<file path="config.mk">
export PLATFORM = sky130hd
export DESIGN_NAME = prog_loader
export DESIGN_NICKNAME = d
export VERILOG_FILES = /design/src/rtl/prog_loader_pkg.sv /design/src/rtl/ins_ram.sv /design/src/rtl/prog_loader.sv
export SDC_FILE = /design/constraint.sdc
export NUM_CORES = 1
export LEC_CHECK = 0
export BUFFER_PORTS_ARGS = -buffer_cell sky130_fd_sc_hd__buf_2
export CAP_MARGIN = 20
export CORE_UTILIZATION = 50
export CTS_CLUSTER_SIZE = 25
export DETAILED_ROUTE_END_ITERATION = 10
export GPL_TIMING_DRIVEN = 0
export PLACE_DENSITY = 0.7
export SLEW_MARGIN = 25
export SYNTH_ARGS = -nofsm -noshare
export SYNTH_HDL_FRONTEND = slang
export SYNTH_SLANG_ARGS = --single-unit
export TNS_END_PERCENT = 10
</file>
<file path="constraint.sdc">
create_clock -name clk -period 3.6 [get_ports clk]
set_clock_uncertainty 0.1 [all_clocks]
set_input_delay 0.72 -clock clk [delete_from_list [all_inputs] [get_ports clk]]
set_output_delay 0.72 -clock clk [all_outputs]
set_load 0.02 [all_outputs]
</file>
<file path="src/rtl/prog_loader_pkg.sv">
// Shared constants, state encoding and helpers for the program loader and its instruction RAM.
package prog_loader_pkg;

  localparam int DEPTH        = 16;
  localparam int INS_W        = 16;
  localparam int NIB_W        = 4;
  localparam int NIB_PER_WORD = INS_W / NIB_W;
  localparam int ADDR_W       = $clog2(DEPTH);
  localparam int CNT_W        = $clog2(NIB_PER_WORD);
  localparam int LEN_W        = ADDR_W + 1;

  localparam logic [INS_W-1:0] RESET_WORD = 16'h0000;

  typedef enum logic [1:0] {
    IDLE = 2'd0,
    LOAD = 2'd1,
    RUN  = 2'd2
  } state_e;

  // Requested lengths beyond the RAM depth saturate at a full-RAM load.
  function automatic logic [LEN_W-1:0] eff_len(input logic [LEN_W-1:0] len);
    return (len > LEN_W'(DEPTH)) ? LEN_W'(DEPTH) : len;
  endfunction

endpackage

</file>
<file path="src/rtl/ins_ram.sv">
// DEPTH x INS_W instruction store: one synchronous write port, one combinational read port.
module ins_ram
  import prog_loader_pkg::*;
(
  input  logic              clk,
  input  logic              rst,
  input  logic              we,
  input  logic [ADDR_W-1:0] WADDR,
  input  logic [INS_W-1:0]  WDATA,
  input  logic [ADDR_W-1:0] RADDR,
  output logic [INS_W-1:0]  RDATA
);

  logic [INS_W-1:0] mem_q [DEPTH];

  // NOTE: this store is a small flop array, so it can and must be cleared on reset;
  // a macro SRAM could not be, and a cleared program is what the CPU fetches after reset.
  always_ff @(posedge clk) begin
    if (rst) begin
      for (int i = 0; i < DEPTH; i++) begin
        mem_q[i] <= RESET_WORD;
      end
    end else if (we) begin
      mem_q[WADDR] <= WDATA;
    end
  end

  // Read-during-write returns the old word because the write lands at the edge.
  assign RDATA = mem_q[RADDR];

endmodule

</file>
<file path="src/rtl/prog_loader.sv">
// Load controller: assembles nibble streams into instruction words, fills ins_ram,
// and holds the CPU program counter in reset until the load finishes.
module prog_loader
  import prog_loader_pkg::*;
(
  input  logic              clk,
  input  logic              rst,
  input  logic              load_start,
  input  logic [LEN_W-1:0]  LOAD_LEN,
  input  logic [NIB_W-1:0]  NIB_IN,
  input  logic              nib_valid,
  output logic              nib_ready,
  input  logic [ADDR_W-1:0] PC,
  output logic [INS_W-1:0]  RES_INS,
  output logic              set_pc,
  output logic              loading,
  output logic              load_done
);

  state_e                   state_q, state_d;
  logic [ADDR_W-1:0]        addr_q, addr_d;
  logic [CNT_W-1:0]         nib_cnt_q, nib_cnt_d;
  logic [INS_W-NIB_W-1:0]   shift_q, shift_d;
  logic [LEN_W-1:0]         len_q, len_d;
  logic                     done_q, done_d;

  logic                     we;
  logic [INS_W-1:0]         wdata;
  logic [LEN_W-1:0]         start_len;
  logic                     start_ok;
  logic                     xfer;
  logic                     last_nib;
  logic                     last_word;

  assign start_len = eff_len(LOAD_LEN);
  assign start_ok  = load_start && (start_len != '0);
  assign xfer      = (state_q == LOAD) && nib_valid;
  assign last_nib  = (nib_cnt_q == CNT_W'(NIB_PER_WORD - 1));
  assign last_word = ((LEN_W'(addr_q) + LEN_W'(1)) == len_q);
  // The fourth nibble goes straight into the write data, so only three are ever held.
  assign wdata     = {shift_q, NIB_IN};

  // NOTE: every signal driven here gets its default first, so no path through the
  // case statement leaves one unassigned and no latch is inferred.
  always_comb begin
    state_d   = state_q;
    addr_d    = addr_q;
    nib_cnt_d = nib_cnt_q;
    shift_d   = shift_q;
    len_d     = len_q;
    done_d    = 1'b0;
    we        = 1'b0;

    if (start_ok) begin
      // Starting or restarting: a nibble offered this cycle is dropped.
      state_d   = LOAD;
      addr_d    = '0;
      nib_cnt_d = '0;
      shift_d   = '0;
      len_d     = start_len;
    end else if (xfer) begin
      shift_d   = wdata[INS_W-NIB_W-1:0];
      nib_cnt_d = nib_cnt_q + CNT_W'(1);
      if (last_nib) begin
        we        = 1'b1;
        addr_d    = addr_q + ADDR_W'(1);
        nib_cnt_d = '0;
        if (last_word) begin
          state_d = RUN;
          done_d  = 1'b1;
        end
      end
    end
  end

  // NOTE: state registers use non-blocking assignments so every flop samples the
  // pre-edge values regardless of statement order.
  always_ff @(posedge clk) begin
    if (rst) begin
      state_q   <= IDLE;
      addr_q    <= '0;
      nib_cnt_q <= '0;
      shift_q   <= '0;
      len_q     <= '0;
      done_q    <= 1'b0;
    end else begin
      state_q   <= state_d;
      addr_q    <= addr_d;
      nib_cnt_q <= nib_cnt_d;
      shift_q   <= shift_d;
      len_q     <= len_d;
      done_q    <= done_d;
    end
  end

  assign nib_ready = (state_q == LOAD);
  assign loading   = (state_q == LOAD);
  assign set_pc    = (state_q != RUN);
  assign load_done = done_q;

  ins_ram u_ins_ram (
    .clk   (clk),
    .rst   (rst),
    .we    (we),
    .WADDR (addr_q),
    .WDATA (wdata),
    .RADDR (PC),
    .RDATA (RES_INS)
  );

endmodule
</file>
== Yosys cells after proc, flatten, opt, wreduce, memory -nomap -nowiden ==
Memories as Yosys holds them, arrays and structs flattened.
Cells that the tools add are included.

* Logic and storage cells: 48
* Memories kept: 1
* Latch bits: 0
* Bits in writable memories: 256
* Bits in read-only memories: 0
* Register bits: 26

{| class="wikitable"
|+ Memories
! memory !! words !! width !! rd ports !! clocked after Yosys merged registers in !! write ports !! line !! RTL
|-
| u_ins_ram.mem_q || 16 || 16 || 1 || 0 || 16 || ins_ram.sv:14 || <nowiki>logic [INS_W-1:0] mem_q [DEPTH];</nowiki>
|}

* Shifts and indexed selects: 0
* Eq/ne operators: 4
* Add/sub/neg operators: 3
* Reduce and logical (&&, ||, !) cells: 12
* Muxes and demuxes: 18
* $lt $le $gt $ge: 1
* Divide/modulo/power cells: 0
* Bitwise operators: 2
* Multipliers: 0

{| class="wikitable"
|+ Operators by type and width
! cell !! number
|-
| $mux W16 || 1
|-
| $reduce_or A16 Y1 || 1
|-
| $mux W1 || 14
|-
| $reduce_and A3 Y1 || 2
|-
| $reduce_bool A2 Y1 || 3
|-
| $add A4 B1 Y5 const B || 1
|-
| $eq A5 B5 Y1 || 1
|-
| $gt A5 B5 Y1 const B || 1
|-
| $mux W5 || 1
|-
| $reduce_bool A5 Y1 || 1
|-
| $add A4 B1 Y4 const B || 1
|-
| $mux W4 || 1
|-
| $reduce_or A4 Y1 || 1
|-
| $add A2 B1 Y2 const B || 1
|-
| $eq A2 B1 Y1 const B || 1
|-
| $eq A2 B2 Y1 const B || 1
|-
| $logic_and A1 B1 Y1 || 2
|-
| $mux W2 || 1
|-
| $ne A2 B2 Y1 const B || 1
|-
| $not A1 Y1 || 2
|-
| $reduce_and A2 Y1 || 1
|-
| $reduce_or A2 Y1 || 1
|}

== Depth between registers and ports, before layout ==
* Depth after elaboration: 10
* Depth in mapped cells: 6
* Gate-level depth less buffers: 6

== Hierarchy ==
A second synthesis with hierarchy kept.

* Cells, all modules: 856
* Area total of the unflattened synthesis: 12,649.6 um2

{| class="wikitable"
|+ By module, submodules not included
! module !! area an instance (um2) !! cells an instance !! instances
|-
| ins_ram || 11,534.8 || 722 || 1
|-
| prog_loader || 1,114.8 || 134 || 1
|}

== Worst setup path after synthesis ==
No wires, ideal clock.

* Path type: input-to-output
* From: in PC[0]
* To: out RES_INS[0]
* Stages: 4
* Slack: 305 ps
* Arrival: 2,475 ps
* Required time: 2,780 ps
* Cells stage by stage: clkbuf_1 > buf_2 > mux4_2 > mux4_2

* Cells in the longest elaborated chain, start to end: 1

{| class="wikitable"
|+ Ends and longest elaborated chain
! what !! line !! RTL
|-
| start: declaration || prog_loader.sv:13 || <nowiki>input logic [ADDR_W-1:0] PC,</nowiki>
|-
| $mem_v2 Z16 W16 || -- ||
|-
| end: declaration || prog_loader.sv:14 || <nowiki>output logic [INS_W-1:0] RES_INS,</nowiki>
|}

No other way between the ends.

== Worst setup path in the final report ==
* From: in PC[0]
* To: out RES_INS[1]

The elaborated chain is that of the path after synthesis.

==> impl_metrics.tcl <==
set metrics [dict create \
    power_uw 7040 \
    achievable-frequency_mhz 286 \
    hold_path_class "input port to flip-flop" \
    timing.final.setup_violations 0 \
    capture_endpoint_of_the_worst_hold_path "len_q[2]$_SDFFE_PP0P_" \
    totalWireLength_um 28700 \
    grt_first_pass_wirelength_um 43600 \
    period_minus_slack_ps 3490 \
    synthesis.nets 844 \
    crit_share_post_route_pct 97.0 \
    hold_crit_start "LOAD_LEN[2]" \
    post_route_drc_violation_count 0 \
    final_antenna_net_count 0 \
    ctsRootBufferMaster "sky130_fd_sc_hd__clkbuf_16" \
    p_leak_uw 0.00502 \
    worst_ep_required_time_ps 2780 \
    htree_num_levels 1 \
    worst-setup-path-type "input port to output port" \
    die_footprint_um2 26600 \
    post_drt_via_cell_ratio 5.57 \
    postLayoutCoreUtil_pct 57.2 \
    switchingPower_uw 1530 \
    num_rows 58 \
    io_pins 37 \
    grt-ovfl-total 0 \
    tightestPinTransition_ps 683 \
    fin_nets 906 \
    diodes 0 \
    crit-reg2reg-launch "nib_cnt_q[0]$_SDFFE_PP0P_" \
    clock_latency_ps 550 \
    via_count_of_the_first_global_routing_pass 7027 \
    dp_slack_ps -379 \
    cts_tree "yes" \
    path_max_fanout 10 \
    detailedRoute.firstPassIterationCount 4 \
    fp.coreArea_um2 25300 \
    pwr_density_cell_nw_per_um2 486 \
    postSynthRegisterBits 282 \
    proportion_of_layout_cells_with_a_drive_suffix_above_1_pct 23.5 \
    syn2layout_area_growth_pct 11.4 \
    start_util_pct 51.3 \
    power.share.sequential_pct 53.2 \
    drv_cap 0 \
    syn_inst_count 822 \
    fin_ws_ps 106 \
    number_of_clock_sinks 282 \
    r2r.worst_path.cells 5 \
    port-buffer-count 31 \
    final.hold.worst_slack_ps 326 \
    combPwrFrac_pct 7.0 \
    count_of_pins_over_their_slew_limit 0 \
    start_kind "input port" \
    maxSlewHeadroom_pct 54.0 \
    clock_power_share_pct 39.8 \
    yosysWarningCount 0 \
    mappedNetlistArea_um2 13000 \
    hold-path-cell-count 3 \
    width_of_the_die_um 163 \
    die_height_um 163 \
    cts_hold_repair.buffers 0 \
    rsz0062_at_grt "no" \
    total_cts_buffers 29 \
    power.switching_fraction_pct 21.7 \
    max_ir_drop_vdd_v 0.000369 \
    status "finished clean" \
    grt_antenna_before_repair 0 \
    vias 6875 \
    total_internal_power_uw 5510 \
    detail_route.iter0.violations 509 \
    worst_r2r_endpoint "u_ins_ram.mem_q[11][12]$_SDFFCE_PN0P_" \
    worstPathArrival_ps 2670 \
    synth.lib_cells_used.distinct 37 \
    worst-r2r-setup-slack_ps 900 \
    timing_hold_violations_final 0 \
    cp-end-kind "output port" \
    routed_wire_length_per_instance_um 23.2 \
    path_clk_slew_ps 60 \
    cts.path.max_buffers 3 \
    place_hpwl_um 19600 \
    gp_routability_congestion 0.779 \
    grt_max_degree 17 \
    post_synth.cell_area_avg_um2 15.8 \
    synth_sequential_area_ratio_pct 63.2 \
    gr-usage-all-layers_pct 22.6 \
]
## layout make-up
cell class | instances | area, um2
well taps | 330 | 413
clock inverters | 7 | 33.8
inverters | 3 | 11.3
fillers | 1984 | 10800
plain buffers | 64 | 353
repair buffers | 31 | 155
flip-flops and latches | 282 | 8210
clock buffers | 45 | 847
multi-input cells | 473 | 4460
## cell usage after synthesis (all sizes together)
library cell,count,area (um2)
and3b,1,8.76
nand2,29,109
nor4,16,340
inv,3,11.3
nand4b,1,8.76
nand4,1,6.26
nor2b,6,37.5
a21oi,16,80.1
nor3,1,5.00
o21ai,2,10.0
xnor2,4,35.0
nor2,11,41.3
or2,17,106
nand3,3,15.0
o2bb2ai,1,8.76
buf,22,161
nand3b,1,7.51
xor2,3,26.3
nand2b,8,50.1
mux4,80,1800
a22oi,5,37.5
or4,2,18.8
ha,5,62.6
clkbuf,42,159
edfxtp,256,7690
and2,256,1600
dfxtp,26,521
a311o,1,10.0
nor3b,1,7.51
or3,1,6.26
o21a,1,15.0
## layout by cell type (no fill, tap or decap), types with 2 or more instances in the layout
cell type and count:
sky130_fd_sc_hd__clkbuf_1 44, sky130_fd_sc_hd__nor2b_1 6, sky130_fd_sc_hd__nand2b_1 8, sky130_fd_sc_hd__clkbuf_2 9, sky130_fd_sc_hd__nand3_1 3, sky130_fd_sc_hd__and2_1 256, sky130_fd_sc_hd__clkbuf_16 30, sky130_fd_sc_hd__inv_1 3
sky130_fd_sc_hd__buf_4 12, sky130_fd_sc_hd__a22oi_1 5, sky130_fd_sc_hd__buf_2 33, sky130_fd_sc_hd__clkbuf_4 2, sky130_fd_sc_hd__or2_2 17, sky130_fd_sc_hd__edfxtp_1 256, sky130_fd_sc_hd__nor2_1 11, sky130_fd_sc_hd__nor4_4 16
sky130_fd_sc_hd__mux4_2 80, sky130_fd_sc_hd__o21ai_0 2, sky130_fd_sc_hd__ha_1 5, sky130_fd_sc_hd__a21oi_1 16, sky130_fd_sc_hd__nand2_1 29, sky130_fd_sc_hd__xor2_1 3, sky130_fd_sc_hd__xnor2_1 4, sky130_fd_sc_hd__dfxtp_1 26
sky130_fd_sc_hd__clkinv_1 4, sky130_fd_sc_hd__clkbuf_8 4, sky130_fd_sc_hd__buf_6 3, sky130_fd_sc_hd__clkinv_2 2
## routing by layer
layer	GRT usage [%]	part of all wire, %
met5	0	0
met4	7.22	3.0
met3	2.79	5.4
met2	37.7	50
met1	30.9	42
## state kept, by name, indices dropped and copies added, names as in the netlist
name	count
u_ins_ram.mem_q	256
shift_q	12
len_q	5
addr_q	4
nib_cnt_q	2
state_q	2
load_done	1
## kinds of logic after synthesis
kind of cell | count (synthesis) | share of synthesized area, %
xor+xnor | 7 | 0.472
mux | 80 | 13.9
flops | 282 | 63.2
simple gates | 355 | 18.2
buf+inv | 67 | 2.55
compound gates | 26 | 1.24
fa+ha+maj | 5 | 0.481
## how the worst max path moves through the flow
stage          start           to  slack (ps)  cells past startpoint
5_1_grt        PC[0]  RES_INS[15]          20                      5
3_5_place_dp   PC[0]  RES_INS[15]        -380                      5
3_3_place_gp   PC[0]  RES_INS[15]        -380                      5
4_1_cts        PC[0]   RES_INS[5]          40                      5
2_1_floorplan  PC[0]   RES_INS[0]         310                      4
6_report       PC[0]   RES_INS[1]         110                      5
## timing repair
item	CTS	global route
setup endpoints to repair	16	8
buffers inserted	0	0
hold endpoints to repair	0	0
gates resized for setup	14	2
## critical path, stage by stage
cell                       delay (ps)
sky130_fd_sc_hd__clkbuf_2         300
sky130_fd_sc_hd__buf_4            330
sky130_fd_sc_hd__mux4_2           590
sky130_fd_sc_hd__mux4_2           530
sky130_fd_sc_hd__buf_2            190
## stage by stage
| step | setup TNS [ps] | area, um2 | cells |
|---|---|---|---|
| after CTS | 0 | 14500 | 1235 |
| after detailed placement | -5200 | 13600 | 1183 |
| after global routing | 0 | 14500 | 1235 |
| final | 0 | 14500 | 1235 |
| after floorplan | 0 | 13000 | 822 |
| after global placement | -5160 | 13600 | 1183 |
## power by group through the flow
stage / Clock (uW) / Combinational (uW) / Sequential [uW]
3_3_place_gp: 0 / 493 / 3800
2_1_floorplan: 0 / 334 / 3790
6_report: 2800 / 493 / 3740
4_1_cts: 2830 / 501 / 3740
3_5_place_dp: 0 / 497 / 3810
5_1_grt: 2960 / 523 / 3750
No activity file was read; power rests on OpenSTA's default activity.
